**src/rtl/dmem_arbiter.sv**
```systemverilog
// -----------------------------------------------------------------------------
// dmem_arbiter
//
// Shares a single-port data memory between the CPU control unit (port 0) and a
// secondary requester such as a loader, debug or DMA engine (port 1).
//
// Port 0 always has priority. It drives the memory bus combinationally, so it
// adds no latency and never stalls. Port 1 only uses cycles in which port 0 is
// idle. A three-state FSM (IDLE / REQ / RDWAIT) keeps port 1 to one outstanding
// access at a time.
//
// Read data is steered back to its requester by a tag pipeline {valid, owner}.
// The pipeline has the same depth as the memory read latency.
//
// Optional feature, enabled by the macro DMEM_ARB_STARVE_MON_EN:
//   p1_wait_max [15:0]  longest run of consecutive REQ cycles since reset;
//                       saturates at 0xFFFF.
//   p1_starved          sticky flag, set once a run reaches 256 cycles;
//                       cleared only by rst.
//
// Ports:
//   clk, rst                       clock; synchronous active-high reset
//   D_addr/D_rd/D_wr/cpu_wdata     port 0 request
//   cpu_rdata/cpu_rvalid           port 0 read return (passthrough of mem_rdata)
//   p1_req/p1_we/p1_addr/p1_wdata  port 1 request, held until p1_gnt
//   p1_gnt                         port 1 issue pulse (combinational)
//   p1_rdata/p1_rvalid             port 1 read return (registered)
//   p1_busy                        port 1 FSM not in IDLE
//   mem_addr/mem_rd/mem_wr/mem_wdata/mem_rdata   memory bus
// -----------------------------------------------------------------------------
module dmem_arbiter #(
    parameter int DATA_W = 16,
    parameter int ADDR_W = 8,
    parameter int RD_LAT = 1
) (
    input  logic              clk,
    input  logic              rst,
    input  logic [ADDR_W-1:0] D_addr,
    input  logic              D_rd,
    input  logic              D_wr,
    input  logic [DATA_W-1:0] cpu_wdata,
    output logic [DATA_W-1:0] cpu_rdata,
    output logic              cpu_rvalid,
    input  logic              p1_req,
    input  logic              p1_we,
    input  logic [ADDR_W-1:0] p1_addr,
    input  logic [DATA_W-1:0] p1_wdata,
    output logic              p1_gnt,
    output logic [DATA_W-1:0] p1_rdata,
    output logic              p1_rvalid,
    output logic              p1_busy,
    output logic [ADDR_W-1:0] mem_addr,
    output logic              mem_rd,
    output logic              mem_wr,
    output logic [DATA_W-1:0] mem_wdata,
    input  logic [DATA_W-1:0] mem_rdata
`ifdef DMEM_ARB_STARVE_MON_EN
    ,
    output logic [15:0]       p1_wait_max,
    output logic              p1_starved
`endif
);

    typedef enum logic [1:0] {
        S_IDLE   = 2'd0,
        S_REQ    = 2'd1,
        S_RDWAIT = 2'd2
    } state_t;

    state_t r_state;
    state_t w_state_next;

    logic              w_cpu_active;
    logic              w_issue;
    logic              w_mem_rd;
    logic              w_mem_wr;
    logic [ADDR_W-1:0] r_addr_hold;
    logic [DATA_W-1:0] r_wdata_hold;
    logic [RD_LAT-1:0] r_tag_vld;
    logic [RD_LAT-1:0] r_tag_own;
    logic              w_tag_out_vld;
    logic              w_tag_out_own;
    logic              w_p1_ret;
    logic              r_p1_rvalid;
    logic [DATA_W-1:0] r_p1_rdata;

    assign w_cpu_active = D_rd | D_wr;
    // Port 1 issues only from REQ, while still requesting, on a cycle the CPU leaves free.
    assign w_issue      = (r_state == S_REQ) & p1_req & ~w_cpu_active & ~rst;

    // Memory bus mux. Address and data hold their last driven value when nobody issues.
    always_comb begin
        w_mem_rd  = 1'b0;
        w_mem_wr  = 1'b0;
        mem_addr  = r_addr_hold;
        mem_wdata = r_wdata_hold;
        if (w_cpu_active) begin
            mem_addr  = D_addr;
            mem_wdata = cpu_wdata;
        end else if (w_issue) begin
            mem_addr  = p1_addr;
            mem_wdata = p1_wdata;
        end
        if (!rst) begin
            if (w_cpu_active) begin
                // When both strobes are high, the write wins and the read is dropped.
                w_mem_wr = D_wr;
                w_mem_rd = D_rd & ~D_wr;
            end else if (w_issue) begin
                w_mem_wr = p1_we;
                w_mem_rd = ~p1_we;
            end
        end
    end

    assign mem_rd = w_mem_rd;
    assign mem_wr = w_mem_wr;

    always_ff @(posedge clk) begin
        if (rst) begin
            r_addr_hold  <= '0;
            r_wdata_hold <= '0;
        end else if (w_cpu_active || w_issue) begin
            r_addr_hold  <= mem_addr;
            r_wdata_hold <= mem_wdata;
        end
    end

    // Tag pipeline. Stage RD_LAT-1 lines up with mem_rdata for the read it tracks.
    // Owner 1 means port 1; any read issued while the CPU is idle belongs to port 1.
    always_ff @(posedge clk) begin
        if (rst) begin
            r_tag_vld[0] <= 1'b0;
            r_tag_own[0] <= 1'b0;
        end else begin
            r_tag_vld[0] <= w_mem_rd;
            r_tag_own[0] <= ~w_cpu_active;
        end
    end

    generate
        for (genvar gi = 1; gi < RD_LAT; gi++) begin : g_tag_stage
            always_ff @(posedge clk) begin
                if (rst) begin
                    r_tag_vld[gi] <= 1'b0;
                    r_tag_own[gi] <= 1'b0;
                end else begin
                    r_tag_vld[gi] <= r_tag_vld[gi-1];
                    r_tag_own[gi] <= r_tag_own[gi-1];
                end
            end
        end
    endgenerate

    assign w_tag_out_vld = r_tag_vld[RD_LAT-1];
    assign w_tag_out_own = r_tag_own[RD_LAT-1];
    assign w_p1_ret      = w_tag_out_vld & w_tag_out_own;

    assign cpu_rdata  = mem_rdata;
    assign cpu_rvalid = w_tag_out_vld & ~w_tag_out_own & ~rst;

    always_ff @(posedge clk) begin
        if (rst) begin
            r_p1_rvalid <= 1'b0;
            r_p1_rdata  <= '0;
        end else begin
            r_p1_rvalid <= w_p1_ret;
            if (w_p1_ret) begin
                r_p1_rdata <= mem_rdata;
            end
        end
    end

    assign p1_rvalid = r_p1_rvalid;
    assign p1_rdata  = r_p1_rdata;

    // Port 1 FSM
    always_ff @(posedge clk) begin
        if (rst) begin
            r_state <= S_IDLE;
        end else begin
            r_state <= w_state_next;
        end
    end

    always_comb begin
        w_state_next = r_state;
        case (r_state)
            S_IDLE: begin
                if (p1_req) begin
                    w_state_next = S_REQ;
                end
            end
            S_REQ: begin
                if (!p1_req) begin
                    w_state_next = S_IDLE;
                end else if (w_issue) begin
                    w_state_next = p1_we ? S_IDLE : S_RDWAIT;
                end
            end
            S_RDWAIT: begin
                if (w_p1_ret) begin
                    w_state_next = S_IDLE;
                end
            end
            default: w_state_next = S_IDLE;
        endcase
    end

    assign p1_gnt  = w_issue;
    assign p1_busy = (r_state != S_IDLE);

`ifdef DMEM_ARB_STARVE_MON_EN
    logic [15:0] r_wait_cnt;
    logic [15:0] r_wait_max;
    logic        r_starved;
    logic [15:0] w_cnt_inc;

    // Length of the current REQ run, counting this cycle. Saturates at 0xFFFF.
    assign w_cnt_inc = (r_wait_cnt == 16'hFFFF) ? r_wait_cnt : r_wait_cnt + 16'd1;

    always_ff @(posedge clk) begin
        if (rst) begin
            r_wait_cnt <= '0;
            r_wait_max <= '0;
            r_starved  <= 1'b0;
        end else if (r_state == S_REQ) begin
            r_wait_cnt <= w_issue ? 16'd0 : w_cnt_inc;
            if (w_cnt_inc > r_wait_max) begin
                r_wait_max <= w_cnt_inc;
            end
            if (w_cnt_inc >= 16'd256) begin
                r_starved <= 1'b1;
            end
        end else begin
            r_wait_cnt <= '0;
        end
    end

    assign p1_wait_max = r_wait_max;
    assign p1_starved  = r_starved;
`endif

endmodule

```
**config.mk**
```make
export PLATFORM = sky130hd
export DESIGN_NAME = dmem_arbiter
export DESIGN_NICKNAME = d
export VERILOG_FILES = /design/src/rtl/dmem_arbiter.sv
export SDC_FILE = /design/constraint.sdc
export NUM_CORES = 1
export LEC_CHECK = 0
export ABC_AREA = 1
export CORE_AREA = 2 2 77 79
export CTS_CLUSTER_DIAMETER = 120
export DETAILED_ROUTE_END_ITERATION = 8
export DIE_AREA = 0 0 79 81
export GPL_TIMING_DRIVEN = 0
export PLACE_DENSITY = 0.91
export SETUP_SLACK_MARGIN = 0.4
export SLEW_MARGIN = 0
export SYNTH_ARGS = -nofsm -noshare
export SYNTH_HDL_FRONTEND = slang
export SYNTH_SLANG_ARGS = --single-unit
export TNS_END_PERCENT = 50
```
**constraint.sdc**
```tcl
create_clock -name clk -period 3.1 [get_ports clk]
set_clock_uncertainty 0.05 [all_clocks]
set_input_delay 0.31 -clock clk [delete_from_list [all_inputs] [get_ports clk]]
set_output_delay 0.31 -clock clk [all_outputs]
set_load 0.02 [all_outputs]
```
==> results.yml, run 1 <==
timing:
  setup_viol: 0
  whs_ns: 0.418
  slew_violations: 0
  worstMarginPinSlew_ns: 0.435
  fmax_mhz: 389
  tns_ns: 0
  final.min_clock_period_ns: 2.57
  hold_viol: 0
  finalCritPeriodShare_pct: 82.9
  slew_headroom_pct: 71.0
  rsz0062_at_grt: "no"
power:
  powerDensity_nw_per_um2: 353
  p_leak_uw: 0.00170
  vdd_drop_max_v: 0.000234
  p_total_uw: 1320
yosys:
  yosysTopAreaCell: "dfxtp_1"
  synth_common_cells: "85 x nand2_1, 73 x nor2_1, 51 x inv_1"
  synthArstFlopShare_pct: 0
  synth_area_um2: 2240
  post_synth.cell_area_avg_um2: 6.51
  yosys_most_used_dff: "dfxtp_1"
  synth_edf_count: 0
  synthCells: 344
  synth_nets: 414
  yosys.cell_count.top_type: "nand2_1"
  ys_ff_latch: 45
  ys_seq_area_share_pct: 40.2
  yosys-top-cells-area: "dfxtp_1 40%, nand2_1 14%, nor2_1 12%"
  yosysWarnings: 0
  yosys.cell_types.count: 19
  netlist.area_leader.share_pct: 40.2
hold_path:
  hp-class: "reg2reg"
global_route:
  overflow: 0
  grt_pass1_wl_mm: 10.1
  antenna_found_initial: 0
  grt_pass1_vias: 2327
  grt_start_max_net_pins: 13
  grt_usage_pct: 19.9
clocking:
  clock_latency_ns: 0.29
  cts_sinks: 45
  cts-hold-fix-buffers: 0
  cts_tree: "done"
  htree_levels: 2
  numCtsBuffers: 5
  clk_path_buf_depth: 2
  root_buffer: "clkbuf_8"
  clkTransAtPathRegs_ns: 0.08
worst_setup_path:
  crit_type: "in2out"
  worstPathMaxFanout: 10
  worst-path-buf-inv: 5
  cp_cell_sequence: "clkdlybuf4s50_1 > inv_2 > nand2_4 > nor2_4 > buf_4 > nand3_1 > nand2_1 > nor2_1 > inv_1 > clkdlybuf4s50_1"
  cp.arrival_ns: 2.21
  worst_setup_path_end_kind: "primary output"
  crit_path_start_kind: "input port"
  required_ns: 2.74
  max_stage_delay_ns: 0.60
  cpMostUsedCell: "clkdlybuf4s50_1"
  crit_family: "buffers and inverters"
  crit_slowest_cell: "clkdlybuf4s50_1"
route:
  wire_per_inst_um: 11.4
  first_pass_iters: 4
  ant_nets: 0
  drt-total-wl_mm: 6.43
  remaining_drc_errors: 0
  drt_iter0_drc: 39
  vias_per_cell: 4.48
  vias: 2515
layout:
  final_cells: 562
  fillCellCount: 521
  nNetsFinal: 556
  fin_util_pct: 66.2
  drive_gt1_share_pct: 10.1
  multiInputGateArea_um2: 920
  regArea_um2: 901
  area_delta_synth_final_pct: 67.8
  antennaDiodeCount: 0
floorplan:
  fp.coreArea_um2: 5680
  dieArea_um2: 6400
  start_util_pct: 39.5
  die_x_um: 79
  die_height_um: 81
  io_pins: 132
  rows: 28
run:
  max_cap_violations: 0
placed_design:
  gp_congestion: 0.750
  portBuffers: 131
  place_hpwl_mm: 5.04
  dp_cells: 550
outcome:
  outcome: "finished, final reports clean"
tightest hold or removal path: stages (launching register included):
cell and delay (ns):
dfxtp_1 0.31, nand2_1 0.06, a21oi_1 0.05
cells in the final DEF (no fill, tap or decap), drive strengths merged:
cell	instances
a21oi	21
buf	32
clkbuf	11
clkdlybuf4s50	131
dfxtp	45
inv	54
nand2	86
nand3	27
nor2	75
nor3	1
nor3b	1
o21ai	1
o21bai	1
or2	1
cells by family after synthesis:
logic type | after synthesis | synth area share, %
AO/OA/AOI/OAI | 23 | 5.75
flip-flops | 45 | 40.2
AND/OR/NAND/NOR | 191 | 35.3
buffers and inverters | 85 | 18.7
sequential cells by signal (all words and copies together), names as in the netlist:
| signal | flops |
|---|---|
| p1_rdata | 16 |
| r_wdata_hold | 16 |
| r_addr_hold | 8 |
| r_state | 2 |
| p1_rvalid | 1 |
| r_tag_own | 1 |
| r_tag_vld | 1 |
power by group:
part	total, uW	internal (uW)	leakage [uW]	switching (uW)
Sequential	608	601	0.000369	6.87
Combinational	369	199	0.00129	169
Clock	349	161	0.0000395	188
Total	1320	961	0.00170	364
per-stage QoR:
step,instance area (um^2),setup WS (ns)
final,3760,0.529
after global routing,3760,0.425
after CTS,3720,0.467
after detailed placement,3640,0.468
after global placement,3640,0.511
after floorplan,2240,1.36
repair_timing:
item	4_1_cts	5_1_grt
endpoints found under the setup margin	0	14
resized for setup	0	4
setup buffers	0	4
layout make-up:
cell class / count / share of cell area (%)
multi-input combinational: 214 / 24.5
clock buffer: 8 / 2.13
inverter: 54 / 5.39
tap: 75 / 2.50
buffer: 31 / 5.83
timing repair buffer: 135 / 35.7
sequential: 45 / 24.0
per-layer routing:
layer | wire, um | global-route usage, % | vias to the layer above
met2 | 3510 | 39.4 | 62
met4 | 135 | 8.45 | 0
met5 | 0 | 0 | -
li1 | - | - | 1292
met1 | 2550 | 20.6 | 1151
met3 | 238 | 3.44 | 10
final timing paths:
path              depth (start not counted)  slack, ns           to   startpoint
setup / recovery                         10       0.53  mem_addr[4]         D_wr
hold / removal                            2       0.42  p1_rdata[5]  p1_rdata[5]
setup reg to reg                          4       1.74  p1_rdata[7]    r_tag_vld
hold reg to reg                           2       0.42  p1_rdata[5]  p1_rdata[5]
Power figures use the tool's default switching activity.
==> run 2, diff against run 1 <==
--- a/config.mk
+++ b/config.mk
@@ -6,12 +6,12 @@
 export NUM_CORES = 1
 export LEC_CHECK = 0
 export ABC_AREA = 1
-export CORE_AREA = 2 2 77 79
+export CORE_AREA = 2 2 80 82
 export CTS_CLUSTER_DIAMETER = 120
 export DETAILED_ROUTE_END_ITERATION = 8
-export DIE_AREA = 0 0 79 81
+export DIE_AREA = 0 0 82 84
 export GPL_TIMING_DRIVEN = 0
-export PLACE_DENSITY = 0.91
+export PLACE_DENSITY = 0.86
 export SETUP_SLACK_MARGIN = 0.4
 export SLEW_MARGIN = 0
 export SYNTH_ARGS = -nofsm -noshare
==> constraint.sdc (replaced) <==
create_clock -name clk -period 2.4 [get_ports clk]
set_clock_uncertainty 0.05 [all_clocks]
set_input_delay 0.24 -clock clk [delete_from_list [all_inputs] [get_ports clk]]
set_output_delay 0.24 -clock clk [all_outputs]
set_load 0.02 [all_outputs]
==> run 2 against run 1 <==
Against the previous run: via count is 1.9% higher; critical endpoint is now mem_addr[7]; hold slack worse by 0.19 ns; clock power is 26% higher; final cell count is 2.8% higher; first-iteration DRC count is 13% higher; largest cell class unchanged; core utilization is 2.2 points lower.
==> results.yml, run 2 (same netlist as run 1, synthesis figures left out) <==
clocking:
  cts_sinks: 45
  clock_latency_ns: 0.29
  htree_levels: 2
  cts-hold-fix-buffers: 0
  clkTransAtPathRegs_ns: 0.08
  clk_path_buf_depth: 2
  numCtsBuffers: 5
  cts_tree: "done"
  root_buffer: "clkbuf_8"
layout:
  antennaDiodeCount: 0
  drive_gt1_share_pct: 19.0
  nNetsFinal: 570
  layout_commonest_cell: "clkdlybuf4s50_1"
  fin_util_pct: 64.0
  area_delta_synth_final_pct: 74.2
  multiInputGateArea_um2: 957
  regArea_um2: 908
  mostFrequentLayoutCells: "102 x clkdlybuf4s50_1, 84 x nand2_1, 64 x nor2_1, 51 x inv_1, 43 x dfxtp_1"
  fin_area_um2: 3900
  fillCellCount: 561
global_route:
  grt_pass1_wl_mm: 10.4
  antenna_found_initial: 0
  grt_usage_pct: 18.9
  grt_pass1_vias: 2411
  grt_start_max_net_pins: 14
  overflow: 0
timing:
  slew_violations: 0
  worstMarginPinSlew_ns: 0.416
  hold_viol: 0
  setup_viol: 0
  tns_ns: 0
  slew_headroom_pct: 72.2
  fmax_mhz: 484
  final.min_clock_period_ns: 2.07
  finalCritPeriodShare_pct: 86.1
  timing.final.ws_setup_ns: 0.335
  rsz0062_at_grt: "yes"
  whs_ns: 0.225
worst_setup_path:
  required_ns: 2.11
  ff2ff_setup_slack_ns: 0.89
  crit_path_start_kind: "input port"
  ff2ff_path_depth: 10
  crit_path_end: "mem_addr[7]"
  cp.arrival_ns: 1.78
  worst_setup_path_end_kind: "primary output"
  timing.rr.end: "r_addr_hold[3]"
  worstPathMaxFanout: 10
  r2r-start: "r_state[1]"
  cp-startpoint: "D_rd"
  crit_type: "in2out"
route:
  remaining_drc_errors: 0
  drt-total-wl_mm: 6.59
  first_pass_iters: 5
  vias_per_cell: 4.43
  drt_iter0_drc: 44
  wire_per_inst_um: 11.4
  vias: 2563
  ant_nets: 0
placed_design:
  portBuffers: 131
  place_hpwl_mm: 4.80
  pre_cts_ws_ns: -0.105
  dpl-instance-area_um2: 3650
  gp_congestion: 0.792
floorplan:
  start_util_pct: 36.7
  io_pins: 132
  fp.coreArea_um2: 6100
  rows: 29
  die_x_um: 82
  die_height_um: 84
  dieArea_um2: 6890
hold_path:
  hp-class: "in2reg"
  worstHoldStart: "D_wr"
run:
  max_cap_violations: 0
power:
  powerDensity_nw_per_um2: 438
  p_leak_uw: 0.00186
  vdd_drop_max_v: 0.000237
outcome:
  outcome: "finished, final reports clean"
## run 2: routing by layer
layer	vias up	global-route usage [%]	wire [um]
met5	-	0	0
met4	0	4.24	101
met3	12	5.41	448
met2	82	34.8	3440
met1	1146	20.9	2600
li1	1323	-	-
## run 2: power by group
part	internal, uW	switching [uW]	total, uW
sequential	775	9.32	784
clock	202	237	439
combinational	257	228	485
total	1230	475	1710
## run 2: worst min-delay path by stage
stage | slack (ns) | endpoint | depth (start not counted)
after detailed placement | 0.41 | p1_rdata[13] | 2
after global routing | 0.24 | r_tag_vld | 3
after global placement | 0.40 | p1_rdata[7] | 2
after floorplan | 0.33 | p1_rdata[10] | 2
after CTS | 0.36 | r_state[0] | 3
final | 0.23 | r_tag_vld | 3
## run 2: critical path: stages
cell             delay, ns
clkdlybuf4s50_1       0.42
inv_2                 0.08
nand2_4               0.08
buf_4                 0.13
clkbuf_4              0.18
nand2_1               0.07
nand2_1               0.05
nor2_1                0.15
inv_1                 0.06
dlygate4sd2_1         0.32
## run 2: final cells by class
cell class / instances / share of cell area, %
Buffer: 31 / 6.09
Sequential cell: 45 / 23.3
Inverter: 54 / 5.26
Multi-Input combinational cell: 214 / 24.5
Clock buffer: 6 / 1.86
Tap cell: 77 / 2.47
Timing Repair Buffer: 149 / 36.3
Clock inverter: 2 / 0.256
## run 2: per-stage QoR
step           total power, uW  std cells
2_1_floorplan             1020        344
3_3_place_gp              1260        552
3_5_place_dp              1270        552
4_1_cts                   1710        567
5_1_grt                   1800        578
6_report                  1710        578
## run 2: repair_timing
item,4_1_cts,5_1_grt
setup buffers,6,11
cloned,1,0
pin swaps,3,5
gates resized for setup,68,42
endpoints found under the setup margin,28,27
==> variant 1, RTL diff (config.mk and constraints of run 2) <==
Add a define of `DMEM_ARB_STARVE_MON_EN`.
--- a/src/rtl/dmem_arbiter.sv
+++ b/src/rtl/dmem_arbiter.sv
@@ -29,4 +29,6 @@
 //   mem_addr/mem_rd/mem_wr/mem_wdata/mem_rdata   memory bus
 // -----------------------------------------------------------------------------
+`define DMEM_ARB_STARVE_MON_EN
+
 module dmem_arbiter #(
     parameter int DATA_W = 16,
Check against the original RTL (old outputs only; new: p1_starved and p1_wait_max): equivalent (Yosys induction, for registers that start in step).
==> variant 1 against run 2 <==
  * The flow now stops in global placement
  * Area after synthesis rose by 82%
  * Synthesized cell count is 67% higher
==> variant 1: results (changes against run 2) <==
<table>
<tr><th>Metric</th><th>Value</th></tr>
<tr><th colspan="2">Floorplanning</th></tr>
<tr><td>FP Rows</td><td>29 (unchanged)</td></tr>
<tr><th colspan="2">Yosys</th></tr>
<tr><td>Portion of the post-synthesis area used by sequential elements</td><td>38.3% (was 40.2%)</td></tr>
<tr><td>Adder-Cell Fraction of Synth Area</td><td>4.61% (was 0%)</td></tr>
<tr><td>Number of synthesized register bits</td><td>78 (was 45)</td></tr>
<tr><td>Async set-or-reset flop fraction in the synthesized netlist</td><td>0% (unchanged)</td></tr>
<tr><td>Synthesized net count</td><td>660 (was 414)</td></tr>
<tr><td>Number of distinct standard cells referenced by the synthesized netlist</td><td>36 (was 19)</td></tr>
<tr><td>Most instantiated flip-flop cell in the synthesis netlist</td><td>sky130_fd_sc_hd__dfxtp_1 (unchanged)</td></tr>
<tr><td>Post-Syn Area per Cell</td><td>7.08 µm² (was 6.51 µm²)</td></tr>
<tr><td>XOR/XNOR Fraction of Synth Area</td><td>1.51% (was 0%)</td></tr>
<tr><td>Yosys synthesis warning count</td><td>0 (unchanged)</td></tr>
<tr><td>Fraction of synthesized area in multiplexers</td><td>0% (unchanged)</td></tr>
<tr><td>Top cells by area, synth</td><td>sky130_fd_sc_hd__dfxtp_1 38%, sky130_fd_sc_hd__nand2_1 12%, sky130_fd_sc_hd__nor2_1 7.5%, sky130_fd_sc_hd__nand3_1 5.9%, sky130_fd_sc_hd__inv_1 5.3% (was sky130_fd_sc_hd__dfxtp_1 40%, sky130_fd_sc_hd__nand2_1 14%, sky130_fd_sc_hd__nor2_1 12%, sky130_fd_sc_hd__inv_1 8.5%, sky130_fd_sc_hd__buf_4 7.0%)</td></tr>
<tr><td>Leading post-synthesis cells by instance count</td><td>128 x sky130_fd_sc_hd__nand2_1, 81 x sky130_fd_sc_hd__nor2_1, 78 x sky130_fd_sc_hd__dfxtp_1, 57 x sky130_fd_sc_hd__inv_1, 48 x sky130_fd_sc_hd__nand3_1 (was 85 x sky130_fd_sc_hd__nand2_1, 73 x sky130_fd_sc_hd__nor2_1, 51 x sky130_fd_sc_hd__inv_1, 45 x sky130_fd_sc_hd__dfxtp_1, 26 x sky130_fd_sc_hd__nand3_1)</td></tr>
<tr><td>Fraction of the mapped netlist area in compound gates</td><td>11.4% (was 5.75%)</td></tr>
<tr><th colspan="2">Outcome</th></tr>
<tr><td>Fail Step</td><td>global placement</td></tr>
<tr><td>Run status</td><td>stopped before the end (was finished clean)</td></tr>
<tr><td>Run-stopping error</td><td>[ERROR GPL-0301] Utilization 102.448 % exceeds 100%.</td></tr>
<tr><th colspan="2">Placement</th></tr>
<tr><td>Port Buf Inserts</td><td>147 (was 131)</td></tr>
</table>
## variant 1: cell count changes after synthesis, sizes merged, moves of 14 or more
| cell | delta |
|---|---|
| nand3 | +26 |
| o21ai | +22 |
| a31oi | +24 |
| nor2 | +14 |
| nand2 | +51 |
| ha | +15 |
| dfxtp | +33 |
## variant 1: kinds of logic after synthesis
logic type	after synthesis
fa+ha+maj	15
compound gates	79
xor+xnor	7
flops	78
simple gates	297
buf+inv	99
==> variant 2, RTL diff (flow settings as in run 2) <==
Made on the original files. Re-encode `state_t` (3 states) as one-hot, 3 bits wide.
--- a/src/rtl/dmem_arbiter.sv
+++ b/src/rtl/dmem_arbiter.sv
@@ -62,8 +62,8 @@
 );
 
-    typedef enum logic [1:0] {
-        S_IDLE   = 2'd0,
-        S_REQ    = 2'd1,
-        S_RDWAIT = 2'd2
+    typedef enum logic [2:0] {
+        S_IDLE   = 3'b001,
+        S_REQ    = 3'b010,
+        S_RDWAIT = 3'b100
     } state_t;
 
Check against the original RTL: no difference found for any inputs over 10 cycles, from zero or initial values and one cycle with rst high; not proved beyond that.
==> variant 2 against run 2 <==
  * Routed wire length is 10% higher
  * Total power is 26% higher
  * Sequential cell count is 1 higher
  * Area after synthesis is 8.4% higher
  * Highest routed layer unchanged
  * Critical path type is now flip-flop to output port
  * Design area is 7.7% higher
  * Clock power is 28% higher
  * Worst setup slack worse by 4.4 ps
  * Count of clock-buffer cells in the layout is 1 higher
==> variant 2: results (changes against run 2) <==
<table>
<tr><th>Metric</th><th>Value</th></tr>
<tr><th colspan="2">Outcome</th></tr>
<tr><td>Run status</td><td>finished clean (unchanged)</td></tr>
<tr><th colspan="2">Cells and area</th></tr>
<tr><td>Total number of nets in the final design</td><td>598 (was 570)</td></tr>
<tr><td>Layout fillers</td><td>533 (was 561)</td></tr>
<tr><th colspan="2">Yosys</th></tr>
<tr><td>Synthesized net count</td><td>437 (was 414)</td></tr>
<tr><td>Gate Count Post-Synth</td><td>367 (was 344)</td></tr>
<tr><td>Portion of the post-synthesis area used by sequential elements</td><td>37.9% (was 40.2%)</td></tr>
<tr><th colspan="2">Min path</th></tr>
<tr><td>Min-Delay Path Depth</td><td>2 (was 3)</td></tr>
<tr><th colspan="2">Drt</th></tr>
<tr><td>DRC violation total after the first TritonRoute iteration</td><td>60 (was 44)</td></tr>
<tr><td>Per-cell routed wire length</td><td>12.0 µm (was 11.4 µm)</td></tr>
<tr><td>WL final</td><td>7260 µm (was 6590 µm)</td></tr>
<tr><th colspan="2">Worst setup path</th></tr>
<tr><td>Reg-to-Reg Start</td><td>r_state[0] (was r_state[1])</td></tr>
<tr><td>Largest fanout on the critical path</td><td>5 (was 10)</td></tr>
<tr><td>Largest stage delay on the critical path</td><td>370 ps (was 420 ps)</td></tr>
<tr><td>Critical path's slowest cell</td><td>sky130_fd_sc_hd__dfxtp_4 (was sky130_fd_sc_hd__clkdlybuf4s50_1)</td></tr>
<tr><td>Reg2Reg Depth</td><td>12 (was 10)</td></tr>
<tr><td>Register-to-register setup slack</td><td>820 ps (was 890 ps)</td></tr>
<tr><th colspan="2">CTS</th></tr>
<tr><td>Clock Pin Slew Worst Setup and Hold Paths</td><td>80 ps (about the same)</td></tr>
<tr><th colspan="2">Power</th></tr>
<tr><td>Worst vdd ir</td><td>0.347 mV (was 0.237 mV)</td></tr>
<tr><td>Leakage</td><td>0.00203 µW (was 0.00186 µW)</td></tr>
<tr><th colspan="2">Placement</th></tr>
<tr><td>Placed Instances</td><td>575 (was 552)</td></tr>
<tr><td>Post-DP HPWL</td><td>5300 µm (was 4800 µm)</td></tr>
<tr><th colspan="2">Global route</th></tr>
<tr><td>Total global routing track utilization</td><td>20.5% (was 18.9%)</td></tr>
<tr><td>Number of global-route vias before repair</td><td>2657 (was 2411)</td></tr>
<tr><td>Wire length of the first global-routing pass</td><td>11200 µm (was 10400 µm)</td></tr>
<tr><th colspan="2">STA</th></tr>
<tr><td>Tightest slew margin relative to the limit</td><td>68.5% (was 72.2%)</td></tr>
</table>
## variant 2: cell count changes after synthesis, moves of 2 or more
cell	run 2	this run
sky130_fd_sc_hd__buf_4	21	16
sky130_fd_sc_hd__a21oi_1	21	1
sky130_fd_sc_hd__clkbuf_2	0	2
sky130_fd_sc_hd__nand4_1	0	2
sky130_fd_sc_hd__nor3_1	0	3
sky130_fd_sc_hd__nand2_2	0	2
sky130_fd_sc_hd__nand2_1	85	59
sky130_fd_sc_hd__o21ai_0	1	17
sky130_fd_sc_hd__inv_1	51	57
sky130_fd_sc_hd__nor2_2	0	40
sky130_fd_sc_hd__nand3_1	26	28
## variant 2: worst max-delay path by stage
stage | slack, ps | to | start
final | 330 | mem_addr[3] | r_state[0]
after global routing | 220 | mem_addr[3] | r_state[0]
after floorplan | 830 | mem_wr | r_state[1]
after CTS | 240 | mem_rd | r_state[0]
after detailed placement | -190 | mem_wdata[0] | D_wr
after global placement | -200 | mem_addr[3] | D_wr
## variant 2: layer usage
metal / part of all wire [%] / GRT usage (%) / wire (µm)
met1: 39 / 21.5 / 2800
met4: 1.4 / 4.85 / 104
met2: 50 / 37.6 / 3630
met3: 10 / 7.79 / 726
met5: 0 / 0 / 0
## variant 2: through the flow
stage | util [%] | setup WS [ps] | hold slack, ps
3_3_place_gp | 62.9 | -195 | 412
3_5_place_dp | 62.9 | -189 | 423
4_1_cts | 67.0 | 239 | 292
2_1_floorplan | - | 826 | 269
5_1_grt | 68.9 | 218 | 313
6_report | 68.9 | 330 | 296
## variant 2: final cells by class
| cell class | count | area share, % |
|---|---|---|
| Buffer | 31 | 5.60 |
| Clock buffer | 7 | 1.82 |
| Clock inverter | 1 | 0.715 |
| Inverter | 60 | 5.42 |
| Multi-Input combinational cell | 230 | 26.3 |
| Sequential cell | 46 | 22.1 |
| Tap cell | 77 | 2.29 |
| Timing Repair Buffer | 154 | 35.8 |
## variant 2: cell families (layout without fill, tap and decap cells)
family          after synthesis  after routing  share of synthesized area, %
flops                        46             46                          37.9
buf+inv                      91            253                          17.6
compound gates               19             19                          4.02
simple gates                211            211                          40.5
## variant 2: timing repair
action,in CTS,in global routing
pin swaps,4,8
gates resized for setup,79,50
setup endpoints to repair,28,26
gates cloned,2,0
buffers inserted,10,11
## variant 2: critical path: cells and delay by family (launching register included)
kind                   cells  cell delay (ps)
and+or+nand+nor            6              530
buffers and inverters      5              610
DFF                        1              370
## variant 2: power breakdown
part	switching, µW	internal (µW)	total [µW]
registers	33.8	820	853
logic	371	375	745
clock network	249	312	561
